## config.mk

```make
export PLATFORM = sky130hd
export DESIGN_NAME = arp_rx_parser
export DESIGN_NICKNAME = d
export VERILOG_FILES = /design/src/rtl/arp_rx_parser.sv
export SDC_FILE = /design/constraint.sdc
export NUM_CORES = 1
export LEC_CHECK = 0
export CORE_MARGIN = 10
export CORE_UTILIZATION = 40
export DETAILED_ROUTE_END_ITERATION = 8
export PLACE_DENSITY = 0.73
export SLEW_MARGIN = 10
export SYNTH_ARGS = -nofsm -noshare
export SYNTH_HDL_FRONTEND = slang
export SYNTH_SLANG_ARGS = --single-unit
```

## constraint.sdc

```tcl
create_clock -name clk -period 9.2 [get_ports clk]
set_clock_uncertainty 0.15 [all_clocks]
set_input_delay 2.3 -clock clk [delete_from_list [all_inputs] [get_ports clk]]
set_output_delay 2.3 -clock clk [all_outputs]
set_load 0.02 [all_outputs]
```

## src/rtl/arp_rx_parser.sv

```systemverilog
// Receive-side ARP request parser: validates an Ethernet/ARP header byte by byte and
// latches the requester's SHA/SPA for the reply transmitter when a request targets my_ip.
module arp_rx_parser (
  input  logic        clk,
  input  logic        areset_n,
  input  logic        rx_valid,
  input  logic [7:0]  rx_data,
  input  logic        rx_first,
  input  logic        rx_last,
  input  logic        tx_busy,
  input  logic [47:0] my_mac,
  input  logic [31:0] my_ip,
  output logic        send_mac,
  output logic [47:0] source_mac,
  output logic [31:0] source_ip,
  output logic [15:0] req_cnt,
  output logic [15:0] drop_cnt
);

  typedef enum logic [1:0] {IDLE, CHECK, DISCARD, EMIT} state_t;

  state_t      state_q, state_d;
  logic [5:0]  idx_q, idx_d;
  logic        bc_ok_q, bc_ok_d, uc_ok_q, uc_ok_d;
  logic [47:0] sha_q, sha_d;
  logic [31:0] spa_q, spa_d;
  logic [47:0] source_mac_q;
  logic [31:0] source_ip_q;
  logic [15:0] req_cnt_q, drop_cnt_q;
  logic        send_q;

  logic        start, active, byte_ok, dst_byte, fixed_chk;
  logic        accept, drop;
  logic [5:0]  cur_idx;
  logic [7:0]  exp_byte, mac_byte;

  // A first-byte strobe always restarts the frame, whatever state we are in.
  assign start   = rx_valid & rx_first;
  assign active  = rx_valid & (start | (state_q == CHECK));
  assign cur_idx = start ? 6'd0 : idx_q;

  always_comb begin
    exp_byte  = 8'h00;
    mac_byte  = 8'h00;
    dst_byte  = 1'b0;
    fixed_chk = 1'b1;
    case (cur_idx)
      6'd0:  begin dst_byte = 1'b1; mac_byte = my_mac[47:40]; end
      6'd1:  begin dst_byte = 1'b1; mac_byte = my_mac[39:32]; end
      6'd2:  begin dst_byte = 1'b1; mac_byte = my_mac[31:24]; end
      6'd3:  begin dst_byte = 1'b1; mac_byte = my_mac[23:16]; end
      6'd4:  begin dst_byte = 1'b1; mac_byte = my_mac[15:8];  end
      6'd5:  begin dst_byte = 1'b1; mac_byte = my_mac[7:0];   end
      6'd12: exp_byte = 8'h08;
      6'd13: exp_byte = 8'h06;
      6'd14: exp_byte = 8'h00;
      6'd15: exp_byte = 8'h01;
      6'd16: exp_byte = 8'h08;
      6'd17: exp_byte = 8'h00;
      6'd18: exp_byte = 8'h06;
      6'd19: exp_byte = 8'h04;
      6'd20: exp_byte = 8'h00;
      6'd21: exp_byte = 8'h01;
      6'd38: exp_byte = my_ip[31:24];
      6'd39: exp_byte = my_ip[23:16];
      6'd40: exp_byte = my_ip[15:8];
      6'd41: exp_byte = my_ip[7:0];
      default: fixed_chk = 1'b0;
    endcase
  end

  // Broadcast and unicast destination matches are tracked independently so a
  // mix of FF and my_mac bytes fails both.
  always_comb begin
    bc_ok_d = bc_ok_q;
    uc_ok_d = uc_ok_q;
    byte_ok = 1'b1;
    if (dst_byte) begin
      bc_ok_d = (start | bc_ok_q) & (rx_data == 8'hFF);
      uc_ok_d = (start | uc_ok_q) & (rx_data == mac_byte);
      byte_ok = bc_ok_d | uc_ok_d;
    end else if (fixed_chk) begin
      byte_ok = (rx_data == exp_byte);
    end
    if (!active) begin
      bc_ok_d = bc_ok_q;
      uc_ok_d = uc_ok_q;
    end
  end

  always_ff @(posedge clk or negedge areset_n) begin
    if (!areset_n) state_q <= IDLE;
    else           state_q <= state_d;
  end

  always_comb begin
    state_d = state_q;
    if (active) begin
      if (rx_last) begin
        if (!start && byte_ok && (cur_idx >= 6'd41)) state_d = EMIT;
        else                                          state_d = IDLE;
      end else if (!byte_ok) begin
        state_d = DISCARD;
      end else begin
        state_d = CHECK;
      end
    end else begin
      case (state_q)
        DISCARD: if (rx_valid && rx_last) state_d = IDLE;
        EMIT:    state_d = IDLE;
        default: state_d = state_q;
      endcase
    end
  end

  always_comb begin
    accept = (state_d == EMIT) & ~tx_busy;
    drop   = (state_d == EMIT) &  tx_busy;
  end

  always_comb begin
    idx_d = idx_q;
    if (rx_valid) begin
      if (start)               idx_d = 6'd1;
      else if (idx_q != 6'd63) idx_d = idx_q + 6'd1;
    end
    sha_d = sha_q;
    spa_d = spa_q;
    if (active && (cur_idx >= 6'd22) && (cur_idx <= 6'd27)) sha_d = {sha_q[39:0], rx_data};
    if (active && (cur_idx >= 6'd28) && (cur_idx <= 6'd31)) spa_d = {spa_q[23:0], rx_data};
  end

  always_ff @(posedge clk or negedge areset_n) begin
    if (!areset_n) begin
      idx_q        <= 6'd0;
      bc_ok_q      <= 1'b0;
      uc_ok_q      <= 1'b0;
      sha_q        <= 48'd0;
      spa_q        <= 32'd0;
      source_mac_q <= 48'd0;
      source_ip_q  <= 32'd0;
      req_cnt_q    <= 16'd0;
      drop_cnt_q   <= 16'd0;
      send_q       <= 1'b0;
    end else begin
      idx_q   <= idx_d;
      bc_ok_q <= bc_ok_d;
      uc_ok_q <= uc_ok_d;
      sha_q   <= sha_d;
      spa_q   <= spa_d;
      send_q  <= accept;
      if (accept) begin
        source_mac_q <= sha_q;
        source_ip_q  <= spa_q;
        if (req_cnt_q != 16'hFFFF) req_cnt_q <= req_cnt_q + 16'd1;
      end
      if (drop && (drop_cnt_q != 16'hFFFF)) drop_cnt_q <= drop_cnt_q + 16'd1;
    end
  end

  assign send_mac   = send_q;
  assign source_mac = source_mac_q;
  assign source_ip  = source_ip_q;
  assign req_cnt    = req_cnt_q;
  assign drop_cnt   = drop_cnt_q;

endmodule

```

# Word-level counts from Yosys, hierarchy flattened
# Cells that the tools add are included.
dict set report word_totals {
  regBits 203
  elab_cells 93
  inputBits 94
  out_inout_bits 113
}
dict set report classes {
  reduce_logical 19
  eq_ne 29
  n_bitwise 11
  magnitude_cmp 5
  add_sub_neg 3
  n_mux 15
}
# cell count
set ops {}
lappend ops {{8-bit case mux with 8 select lines} 1}
lappend ops {{8-bit case mux with 6 select lines} 1}
lappend ops {{6-bit by 5-bit == test with 1-bit output, second input constant} 6}
lappend ops {{16-bit by 1-bit adder with 16-bit output, second input constant} 2}
lappend ops {{16-bit inequality test, second input constant} 2}
lappend ops {{6-bit by 4-bit == test with 1-bit output, second input constant} 4}
lappend ops {{6-bit == test, second input constant} 4}
lappend ops {{20-bit OR reduction} 1}
lappend ops {{6-bit two-way mux} 3}
lappend ops {{8-bit == test} 2}
lappend ops {{6-bit by 2-bit == test with 1-bit output, second input constant} 2}
lappend ops {{6-bit by 3-bit == test with 1-bit output, second input constant} 2}
lappend ops {{6-bit by 5-bit >= comparator with 1-bit output, second input constant} 2}
lappend ops {{6-bit by 5-bit less-or-equal comparator with 1-bit output, second input constant} 2}
lappend ops {{2-bit two-way mux} 5}
lappend ops {{8-bit == test, second input constant} 1}
lappend ops {{1-bit logical AND} 8}
lappend ops {{6-bit by 1-bit adder with 6-bit output, second input constant} 1}
lappend ops {{1-bit bitwise AND} 6}
lappend ops {{2-bit == test, second input constant} 3}
lappend ops {{6-bit by 1-bit == test with 1-bit output, second input constant} 1}
lappend ops {{6-bit >= comparator, second input constant} 1}
lappend ops {{6-bit logical NOT} 1}
lappend ops {{6-bit inequality test, second input constant} 1}
lappend ops {{10 further kinds} 20}

# Depth between registers and ports, before layout
dict set report depth {
  ltp_word 16
  depth_mapped 15
  ltp_nobuf 9
}

# Worst setup path after synthesis
# OpenSTA, ideal clock, no wires.
dict set report synth_path {
  path_type {input to register}
  start {input rx_valid}
  end {register source_mac_q[21], in the netlist source_mac[21]}
  arrival_time_ns 5.288
  path_stages 11
  n_path_buf 3
  setup_ns 0.125
  slack_ns 3.638
  required_time_ns 8.925
  path_cell_list {clkbuf_1 > and2_1 > a21o_1 > a32o_1 > or3_1 > a2111o_1 > or4_1 > a211oi_2 > buf_6 > buf_4 > mux2_2}
}
dict set report synth_via {
  elab_chain_cells 15
  word_cells_on_any_way 55
  classes_between {order compare: 1; eq/ne: 22; mux: 13; bitwise: 9; reduce/logical: 10}
}
# element line
set synth_lines {}
lappend synth_lines {{start: declaration} 6} ;# input logic rx_valid,
lappend synth_lines {{1-bit bitwise AND} 38} ;# assign start = rx_valid & rx_first;
lappend synth_lines {{6-bit two-way mux} 40} ;# assign cur_idx = start ? 6'd0 : idx_q;
lappend synth_lines {{6-bit by 5-bit == test with 1-bit output (tied with other cells)} 47} ;# case (cur_idx)
lappend synth_lines {{2-bit OR reduction (no line) / 8-bit case mux with 6 select lines (equally long branches)} --}
lappend synth_lines {{8-bit case mux with 8 select lines / 8-bit == test (equally long branches)} {47, 80}}
lappend synth_lines {{8-bit == test / 1-bit bitwise AND (equally long branches)} {83, 80}}
lappend synth_lines {{1-bit two-way mux / 1-bit OR (equally long branches)} {82, 81}}
lappend synth_lines {{1-bit two-way mux} 78} ;# if (dst_byte) begin
lappend synth_lines {{1-bit logical AND (2 in a row)} 100} ;# if (!start && byte_ok && (cur_idx >= 6'd41)) state_d = EMIT;
lappend synth_lines {{2-bit two-way mux} 100}
lappend synth_lines {{2-bit two-way mux} 99} ;# if (rx_last) begin
lappend synth_lines {{2-bit two-way mux (*)} 98} ;# if (active) begin
lappend synth_lines {{2-bit == test (*)} 117} ;# accept = (state_d == EMIT) & ~tx_busy;
lappend synth_lines {{1-bit bitwise AND (*)} 117}
lappend synth_lines {{end signal: assignment} 153} ;# source_mac_q <= sha_q;
lappend synth_lines {{end: declaration} 27} ;# logic [47:0] source_mac_q;
# Mark *: on every way between the ends. The rest lies on a longest branch, timed or not.
# A chain may end at the register's enable or synchronous reset.

# Final worst setup path
dict set report layout_path {
  start {input rx_first}
  end {register source_mac_q[39], in the netlist source_mac[39]}
}
dict set report layout_via {
  elab_chain_cells 15
  word_cells_on_any_way 52
  classes_between {order compare: 1; eq/ne: 22; mux: 11; bitwise: 9; reduce/logical: 9}
}
# element line
set layout_lines {}
lappend layout_lines {{start: declaration} 8} ;# input logic rx_first,
lappend layout_lines {{1-bit bitwise AND (*)} 38}
lappend layout_lines {{6-bit two-way mux} 40}
lappend layout_lines {{6-bit by 5-bit == test with 1-bit output (tied with other cells)} 47}
lappend layout_lines {{2-bit OR reduction (no line) / 8-bit case mux with 6 select lines (equally long branches)} --}
lappend layout_lines {{8-bit case mux with 8 select lines / 8-bit == test (equally long branches)} {47, 80}}
lappend layout_lines {{8-bit == test / 1-bit bitwise AND (equally long branches)} {83, 80}}
lappend layout_lines {{1-bit two-way mux / 1-bit OR (equally long branches)} {82, 81}}
lappend layout_lines {{1-bit two-way mux} 78}
lappend layout_lines {{1-bit logical AND (2 in a row)} 100}
lappend layout_lines {{2-bit two-way mux} 100}
lappend layout_lines {{2-bit two-way mux} 99}
lappend layout_lines {{2-bit two-way mux (*)} 98}
lappend layout_lines {{2-bit == test (*)} 117}
lappend layout_lines {{1-bit bitwise AND (*)} 117}
# Marks and branches as above.

==> results.sh <==
export IMPL_status="finished, final reports clean"
export IMPL_ys_types=65
export IMPL_netlist_instances=749
export IMPL_crit_type="input port to register"
export IMPL_min_path_type="register to register"
export IMPL_route_detailed_drc=0
export IMPL_ant_nets=0
export IMPL_synth_compound_area_share_pct=6.606
export IMPL_setup_ws_ns=2.500
export IMPL_tns_ns=0
export IMPL_ys_warn_count=0
export IMPL_boundaryPins=207
export IMPL_maxCapViolCount=0
export IMPL_setup_viol=0
export IMPL_crit_slowest_cell="a211oi_4"
export IMPL_tritoncts="built"
export IMPL_netlist_area_mm2=0.009413
export IMPL_cts_sinks=203
export IMPL_grt_max_degree=79
export IMPL_place_hpwl_um=17400
export IMPL_crit_fanout=24
export IMPL_hold_ws_ns=0.3363
export IMPL_dieArea_mm2=0.03007
export IMPL_synthSimpleGateAreaFrac_pct=10.25
export IMPL_synthDominantCellAreaShare_pct=53.97
export IMPL_relSlewSlack_pct=19.58
export IMPL_drt_wl_total_um=24540
export IMPL_rr_startpoint="idx_q[0]"
export IMPL_async_flop_share_pct=100.0
export IMPL_max_freq_mhz=149.3
export IMPL_p_leak_nw=5.653
export IMPL_critical_path_arrival_ns=6.94
export IMPL_p_int_mw=1.546
export IMPL_clk_latency_ns=0.50
export IMPL_post_route_util_pct=53.82
export IMPL_cts_setup_buffers=0
export IMPL_htree_num_levels=1
export IMPL_p_per_area_mw_per_mm2=162.8
export IMPL_drt_initial_drc_count=574
export IMPL_worstHoldStart="uc_ok_q"
export IMPL_path_clk_slew_ns=0.06
export IMPL_grt_remaining_overflow=0
export IMPL_grt_first_pass_wirelength_um=39720
export IMPL_viasPerCell=5.355
export IMPL_dp_slack_ns=2.018
export IMPL_final_nets=1044
export IMPL_finalWeightedCongestion=0.8873
export IMPL_avgSynthCellArea_um2=12.57
export IMPL_rsz0062_at_grt="no"
export IMPL_ctsHoldBuffers=0
export IMPL_fp_dieW_um=173.4
export IMPL_area_delta_synth_final_pct=33.42
export IMPL_yosysTopAreaCell="dfrtp_1"
export IMPL_finalCritPeriodShare_pct=72.82
export IMPL_p_sw_share_pct=24.39
export IMPL_drt_pass1_iterations=5
export IMPL_crit_path_cell_trace="clkdlybuf4s50_1, nand2_1, a32o_1, or3_1, a2111o_1, or4_1, a211oi_4, buf_4, mux2_2"
export IMPL_ctsResizeCount=0
export IMPL_layout_drive_gt1_share_pct=24.22
export IMPL_critPathCaptureType="register"
export IMPL_hold_violations=0
export IMPL_seq_area_frac_synth_pct=53.97
export IMPL_synth_edf_count=0
export IMPL_seqPwrFrac_pct=44.7
export IMPL_synth_top_family_by_area="multiplexers"
export IMPL_wire_per_inst_um=19.16
export IMPL_synth_area_leaders="dfrtp_1, mux2_2, xnor2_1, nand3_1, mux2i_1"
export IMPL_rows=56
export IMPL_initial_core_util_pct=40.34
export IMPL_cp_start_kind="input port"
export IMPL_yosys_register_bits=203
export IMPL_ir_worst_vdd_mv=0.1469
export IMPL_clkPwrFrac_pct=43.7
export IMPL_period_minus_slack_ns=6.700
export IMPL_slew_viol_final=0
export IMPL_syn_num_nets=846
export IMPL_io_buffer_count=206
export IMPL_antenna_found_initial=0
export IMPL_cp_startpoint="rx_first"
export IMPL_antenna_cells=0
export IMPL_synth_flop_cell="dfrtp_1"
export IMPL_cts_path_max_buffers=3
export IMPL_dr_total_vias=6860
export IMPL_synth_xor_area_share_pct=3.908
export IMPL_p_switching_mw=0.4988
export IMPL_cp_required_ns=9.44
export IMPL_crit_path_max_incr_delay_ns=0.94
export IMPL_dieHeight_um=173.4
export IMPL_cts_made_buffers=22
export IMPL_tightest_slew_ns=1.201
export IMPL_grt_total_usage_pct=15.84
export IMPL_core_area_mm2=0.02333
export IMPL_synthAdderAreaFrac_pct=0.3988
export IMPL_cts_root_buf="clkbuf_16"
export IMPL_p_comb_share_pct=11.6
export IMPL_grt_pass1_vias=7125
export IMPL_synthMuxAreaShare_pct=22.20
## state kept, by name, indices dropped and copies added (netlist names), 2 cells and up
name,count
spa_q,32
drop_cnt,16
sha_q,48
req_cnt,16
source_ip,32
state_q,2
idx_q,6
source_mac,48
## cell type report
cell class	instances	area [um^2]
Clock buffer	28	623.1
Timing Repair Buffer	221	2191
Clock inverter	11	128.9
Multi-Input combinational cell	489	4099
Sequential cell	203	5080
Inverter	10	37.54
Tap cell	319	399.1
Fill cell	2003	10770
## cell usage after synthesis, types with 3 or more instances
cell type and instances:
or3_1 4, a21o_1 5, nor2b_1 6, and3b_1 4
buf_2 9, nor2_1 22, mux2i_1 13, o31ai_1 3
mux2_2 171, o21ai_0 18, xnor2_1 35, nand3_1 28
a22o_1 5, a21oi_1 13, xor2_1 7, mux2_1 3
nand4_1 18, nand4b_1 3, nand3b_1 4, and4_1 6
a32oi_1 10, nor3_1 11, buf_4 3, and2_1 7
ha_1 3, a32o_1 3, nor4b_1 3, inv_1 10
dfrtp_1 203, nand2_1 26, clkbuf_1 31, and3_1 16
nor4_1 6
## power by group through the flow
stage	Clock, mW	Sequential (mW)	Combinational (mW)
global placement	0	0.930	0.235
global route	0.957	0.915	0.258
detailed placement	0	0.930	0.237
finish	0.893	0.914	0.238
floorplan	0	0.931	0.122
CTS	0.919	0.914	0.238
## cell families (layout without fill, tap and decap cells)
| logic type | Yosys count | in the layout |
|---|---|---|
| xor+xnor | 42 | 42 |
| fa+ha+maj | 3 | 3 |
| flops | 203 | 203 |
| buf+inv | 57 | 270 |
| simple gates | 172 | 172 |
| mux | 187 | 187 |
| compound gates | 85 | 85 |
## layout by cell type (no fill, tap or decap), types with 7 or more instances in the layout
cell type	count
clkdlybuf4s50_1	205
dfrtp_1	203
mux2_2	171
xnor2_1	35
nand3_1	28
nand2_1	26
nor2_1	22
clkbuf_16	22
o21ai_0	18
nand4_1	18
and3_1	16
buf_4	14
a21oi_1	13
mux2i_1	13
inv_1	10
a32oi_1	10
nor3_1	9
xor2_1	7
and2_1	7
## final timing paths
path / slack (ns) / depth (start not counted) / endpoint
setup reg to reg: 3.91 / 10 / source_mac[39]
min in group asynchronous: 1.62 / 1 / req_cnt[14]
hold reg to reg: 0.34 / 2 / uc_ok_q
setup / recovery: 2.50 / 9 / source_mac[39]
hold / removal: 0.34 / 2 / uc_ok_q
max in group asynchronous: 5.91 / 2 / spa_q[22]
## critical path: cells and delay by family
| kind | cells | cell delay (ns) |
|---|---|---|
| and+or+nand+nor | 3 | 1.41 |
| buffers and inverters | 2 | 1.09 |
| muxes | 1 | 0.38 |
| AOI/OAI and AO/OA | 3 | 1.74 |
## metrics by stage
stage                     cells  area, um^2  total power, mW
after detailed placement   1242       11810            1.167
after global placement     1242       11810            1.165
after CTS                  1281       12560            2.071
final                      1281       12560            2.045
after floorplan             749        9413            1.054
after global routing       1281       12560            2.130
## routing by layer
layer	wire length, um	vias to the layer above	GRT usage [%]
met4	461	0	3.342
met1	10780	3447	20.92
met2	11310	237	24.92
met5	0	-	0
li1	-	3142	-
met3	1989	34	5.097
Note: power is estimated with default switching activity, not from simulation.
